==> src/rtl/layer_arb_pkg.sv <==
// layer_arb_pkg: shared types and sizing helpers for the layer share arbiter
package layer_arb_pkg;
  typedef logic req_id_t;
  typedef enum logic {IDLE, SEND} arb_state_t;
  localparam int N_DEF = 8;
  localparam int M_DEF = 6;
  localparam int N_CNT_W = $clog2(N_DEF);
  localparam int M_CNT_W = $clog2(M_DEF);
  function automatic int cnt_w(input int n);
    return n > 1 ? $clog2(n) : 1;
  endfunction
endpackage

==> src/rtl/layer_tag_fifo.sv <==
// layer_tag_fifo: 1-bit requester-ID FIFO tracking vectors in flight through the layer
// ports: clk, reset (async, active-high), push/din write, pop read, head = oldest tag, full/empty flags
module layer_tag_fifo
  import layer_arb_pkg::*;
#(
  parameter int DEPTH = 4
) (
  input  logic    clk,
  input  logic    reset,
  input  logic    push,
  input  req_id_t din,
  input  logic    pop,
  output req_id_t head,
  output logic    full,
  output logic    empty
);
  localparam int AW = $clog2(DEPTH);
  logic [DEPTH-1:0] mem;
  logic [AW:0] wp, rp;
  // extra pointer MSB distinguishes full from empty when the index bits match
  assign head = mem[rp[AW-1:0]];
  assign empty = wp == rp;
  assign full = (wp[AW] != rp[AW]) && (wp[AW-1:0] == rp[AW-1:0]);
  always_ff @(posedge clk or posedge reset)
    if (reset) begin
      mem <= '0;
      wp <= '0;
      rp <= '0;
    end else begin
      if (push) begin
        mem[wp[AW-1:0]] <= din;
        wp <= wp + 1'b1;
      end
      if (pop) rp <= rp + 1'b1;
    end
endmodule

==> src/rtl/layer_share_arb.sv <==
// layer_share_arb: time-shares one layer datapath between two requesters at whole-vector granularity
// ports: s0_/s1_ upstream word streams, m0_/m1_ result streams, l_* to/from the shared layer, clk, reset (async, active-high)
module layer_share_arb
  import layer_arb_pkg::*;
#(
  parameter int M = 6,
  parameter int N = 8,
  parameter int T = 16,
  parameter int TAG_DEPTH = 4
) (
  input  logic         clk,
  input  logic         reset,
  input  logic         s0_valid,
  output logic         s0_ready,
  input  logic [T-1:0] s0_data,
  input  logic         s1_valid,
  output logic         s1_ready,
  input  logic [T-1:0] s1_data,
  output logic         m0_valid,
  input  logic         m0_ready,
  output logic [T-1:0] m0_data,
  output logic         m1_valid,
  input  logic         m1_ready,
  output logic [T-1:0] m1_data,
  output logic         l_s_valid,
  input  logic         l_s_ready,
  output logic [T-1:0] l_data_in,
  input  logic         l_m_valid,
  output logic         l_m_ready,
  input  logic [T-1:0] l_data_out
);
  localparam int IW = cnt_w(N);
  localparam int OW = cnt_w(M);
  localparam logic [IW-1:0] N_LAST = IW'(N - 1);
  localparam logic [OW-1:0] M_LAST = OW'(M - 1);
  arb_state_t state;
  req_id_t grant, prio, head, g;
  logic [IW-1:0] in_cnt;
  logic [OW-1:0] out_cnt;
  logic full, empty, push, pop, send, in_last, l_s_hs, l_m_hs;
  // contested IDLE goes to prio; otherwise s1_valid alone selects requester 1
  assign g = (s0_valid && s1_valid) ? prio : s1_valid;
  assign push = (state == IDLE) && !full && (s0_valid || s1_valid);
  assign send = state == SEND;
  assign l_s_valid = send && (grant ? s1_valid : s0_valid);
  assign l_data_in = grant ? s1_data : s0_data;
  assign s0_ready = send && !grant && l_s_ready;
  assign s1_ready = send && grant && l_s_ready;
  assign l_s_hs = l_s_valid && l_s_ready;
  assign in_last = in_cnt == N_LAST;
  // results are steered by the oldest outstanding tag since the layer is in-order
  assign m0_valid = !empty && !head && l_m_valid;
  assign m1_valid = !empty && head && l_m_valid;
  assign m0_data = l_data_out;
  assign m1_data = l_data_out;
  assign l_m_ready = !empty && (head ? m1_ready : m0_ready);
  assign l_m_hs = l_m_valid && l_m_ready;
  assign pop = l_m_hs && (out_cnt == M_LAST);
  always_ff @(posedge clk or posedge reset)
    if (reset) begin
      state <= IDLE;
      grant <= 1'b0;
      prio <= 1'b0;
      in_cnt <= '0;
    end else if (state == IDLE) begin
      if (push) begin
        grant <= g;
        state <= SEND;
      end
    end else if (l_s_hs) begin
      in_cnt <= in_last ? '0 : in_cnt + 1'b1;
      if (in_last) begin
        prio <= ~grant;
        state <= IDLE;
      end
    end
  always_ff @(posedge clk or posedge reset)
    if (reset) out_cnt <= '0;
    else if (l_m_hs) out_cnt <= pop ? '0 : out_cnt + 1'b1;
  layer_tag_fifo #(.DEPTH(TAG_DEPTH)) u_tag (
    .clk(clk),
    .reset(reset),
    .push(push),
    .din(g),
    .pop(pop),
    .head(head),
    .full(full),
    .empty(empty)
  );
endmodule

==> config.mk <==
export PLATFORM = sky130hd
export DESIGN_NAME = layer_share_arb
export DESIGN_NICKNAME = d
export VERILOG_FILES = /design/src/rtl/layer_arb_pkg.sv /design/src/rtl/layer_tag_fifo.sv /design/src/rtl/layer_share_arb.sv
export SDC_FILE = /design/constraint.sdc
export NUM_CORES = 1
export LEC_CHECK = 0
export ABC_CLOCK_PERIOD_IN_PS = 5900
export CORE_ASPECT_RATIO = 0.6
export CORE_MARGIN = 5
export CORE_UTILIZATION = 60
export DETAILED_ROUTE_END_ITERATION = 16
export DONT_BUFFER_PORTS = 1
export GPL_TIMING_DRIVEN = 0
export PLACE_DENSITY = 0.73
export SYNTH_ARGS = -nofsm -noshare
export SYNTH_HDL_FRONTEND = slang
export SYNTH_SLANG_ARGS = --single-unit
==> constraint.sdc <==
create_clock -name clk -period 5.9 [get_ports clk]
set_clock_uncertainty 0.15 [all_clocks]
set_input_delay 1.18 -clock clk [delete_from_list [all_inputs] [get_ports clk]]
set_output_delay 1.18 -clock clk [all_outputs]
set_load 0.01 [all_outputs]
==> metrics.txt <==
Clock Path Buffers=2; Ant. Diodes=0; fin area=1540 um^2; Die W=roughly 74 um; WHS Path Cells=1; Layout Cells excl Fill=roughly 180; Initial Util=approximately 65%; Port Buf Inserts=0; Routed WL=about 3400 um; leakage=approximately 0.74 nW; Worst Hold Path EP=in_cnt[2]$_DFFE_PP0P_; Post-CTS Setup Bufs=0; critical path endpoint category=output pin; Max FO, Critical Path=9; Synth Instances=143; Worst-Margin Slew=around 0.75 ns; Multi-input gate area=between 600 and 700 um^2; Synth Area in Compound Gates=about 9%; main combinational cell family by area after synthesis=multiplexers; Setup CP Type=in2out; Reg2Reg Depth=4; Syn Area/Cell=a little over 10 um^2; largest net degree at the start of global routing=20; period utilisation layout=a little over half; VDD IR max=about 280 uV; post-detailed-route count of antenna-violating nets=0; CTS tree=yes; CTS Root Cell=clkbuf_8; startpoint types=input pin; Hold Buf Count CTS=0; Rows=13; register area=~480 um^2; HP Start=in_cnt[2]$_DFFE_PP0P_; vias in the first global route=~1000; crit path DAT=~1.9 ns; max_slew headroom=about half; Die Y=a little under 50 um; Final Hold Fails=0; RSZ-0062 raised after global routing=no; Ys Warns=0; PwrDens=471 nW/um^2; DP HPWL=slightly below 3000 um; Core ar.=2240 um^2; Post-DP Area=between 1000 and 1500 um^2; DR pass1 iterations=4; Ports=110; global-route wire length before repair=roughly 4700 um; H-Tree Level Count=1; most common cell after layout, fill and taps aside=buf_4; most frequent cells in the layout=buf_4 (32), mux2_2 (23), dfrtp_1 (19); Worst EP required=approximately 4.6 ns; total of max-cap violations=0; crit path time final=between 3 and 4 ns; Post-Synthesis Cell Area=1460 um^2; initial antenna violation count=0; Post-Route Setup TNS=0 ns; # setup viols final=0; fin nets=between 200 and 250; Synth cell types=26; xor and xnor area share after synthesis=about 4.8%; residual overflow from global routing=0; run status=finished, final reports clean; TritonCTS Buffers=3; RR Endpoint=u_tag.rp[1]$_DFFE_PP0P_; DRT iter0 DRCs=17; adder-cell share of the synthesized area=approximately 7.7%; top achievable clock speed=310 MHz; Seq/Total Area, Yosys=32.6%; layout cells sized above 1=40.1%; routability cong.=slightly above 0.7; die area=3550 um^2; worst hold path type=reg2reg; Max Transition Viols Final=0; Via density=roughly 5.7; FILL cells=between 150 and 200; total number of vias=between 1000 and 1500; overall global routing resource usage=roughly 18%; Area Growth Syn to Fin=5.66%; clock slew at reported path FFs=approximately 0.070 ns; dpl cells=approximately 170; mux contribution to synthesized area=between 20% and 30%; syn_nets=around 210; DRC Markers=0; Synth Area in Simple Gates=4.97%; Synth Register Bits=19; Clock Sinks=19; DR WL/cell=~19 um; Worst R2R Start=u_tag.rp[0]$_DFFE_PP0P_; clock latency on the worst-skew pair=about 0.25 ns; CTS resizes=0; FF-to-FF setup slack=3.65 ns
## per-layer routing
metal	GRT usage [%]	wire [um]	vias up	share of wire, %
li1	-	-	471	-
met1	23.8	1370	480	40
met2	30.6	1700	64	50
met3	5.14	337	2	9.9
met4	2.17	13	0	0.38
met5	0	0	-	0
## area by class of cell
type / instances / share of cell area (%)
flip-flops and latches: 19 / 30.8
clock buffers: 4 / 2.92
inverters: 8 / 1.95
well taps: 30 / 2.43
plain buffers: 36 / 16.5
multi-input cells: 80 / 45.3
## per-stage QoR
stage | hold slack [ns] | power (mW) | setup WS [ns] | util, %
after floorplan | 0.334 | 0.568 | 2.83 | -
after global placement | 0.341 | 0.620 | 2.66 | 66.7
after detailed placement | 0.358 | 0.643 | 2.68 | 66.7
after CTS | 0.372 | 0.733 | 2.68 | 68.7
after global routing | 0.387 | 0.791 | 2.58 | 68.7
final | 0.373 | 0.727 | 2.67 | 68.7
## cell usage after synthesis
master / n / area share, %
buf_4: 32 / 16
mux2_2: 23 / 18
dfrtp_1: 19 / 33
ha_1: 9 / 7.7
a31oi_1: 8 / 3.4
inv_1: 8 / 2.1
nor2_1: 8 / 2.1
a21oi_1: 4 / 1.4
xnor2_1: 4 / 2.4
xor2_1: 4 / 2.4
mux2i_1: 3 / 2.1
nand2_1: 3 / 0.77
buf_1: 2 / 0.51
clkbuf_1: 2 / 0.51
nor3_1: 2 / 0.69
o31ai_1: 2 / 1.0
a21boi_0: 1 / 0.51
a21o_1: 1 / 0.51
and3_1: 1 / 0.43
mux4_2: 1 / 1.5
nand3_1: 1 / 0.34
o211ai_1: 1 / 0.51
o21a_1: 1 / 0.51
o31a_1: 1 / 0.60
o41ai_1: 1 / 0.60
or4b_1: 1 / 0.69
## critical path: stages
cell	delay, ns
clkbuf_1	0.28
mux2i_1	0.13
nor2_1	0.31
## worst max path at each step
| stage | from | to | slack (ns) | depth (start not counted) |
|---|---|---|---|---|
| after global placement | s1_valid | l_s_valid | 2.66 | 3 |
| after CTS | s1_valid | l_s_valid | 2.68 | 3 |
| final | s1_valid | l_s_valid | 2.67 | 3 |
| after floorplan | s1_valid | l_s_valid | 2.83 | 3 |
| after detailed placement | s1_valid | l_s_valid | 2.68 | 3 |
| after global routing | u_tag.rp[0]$_DFFE_PP0P_ | l_m_ready | 2.58 | 3 |
## cells by family after synthesis
family | Yosys count
AO/OA/AOI/OAI | 20
buffers and inverters | 44
flip-flops | 19
adder cells (fa/ha/maj) | 9
multiplexers | 27
XOR/XNOR | 8
AND/OR/NAND/NOR | 16
## power by group
group	internal [mW]	total [mW]	switching [mW]
logic	0.181	0.387	0.207
registers	0.193	0.250	0.0572
clock network	0.0480	0.0900	0.0420
total	0.421	0.727	0.306
## state kept, by name, indices dropped and copies added (netlist names)
name	count
u_tag.mem	4
u_tag.wp	3
out_cnt	3
send	1
in_cnt	3
u_tag.rp	3
prio	1
grant	1
Power figures use the tool's default switching activity.
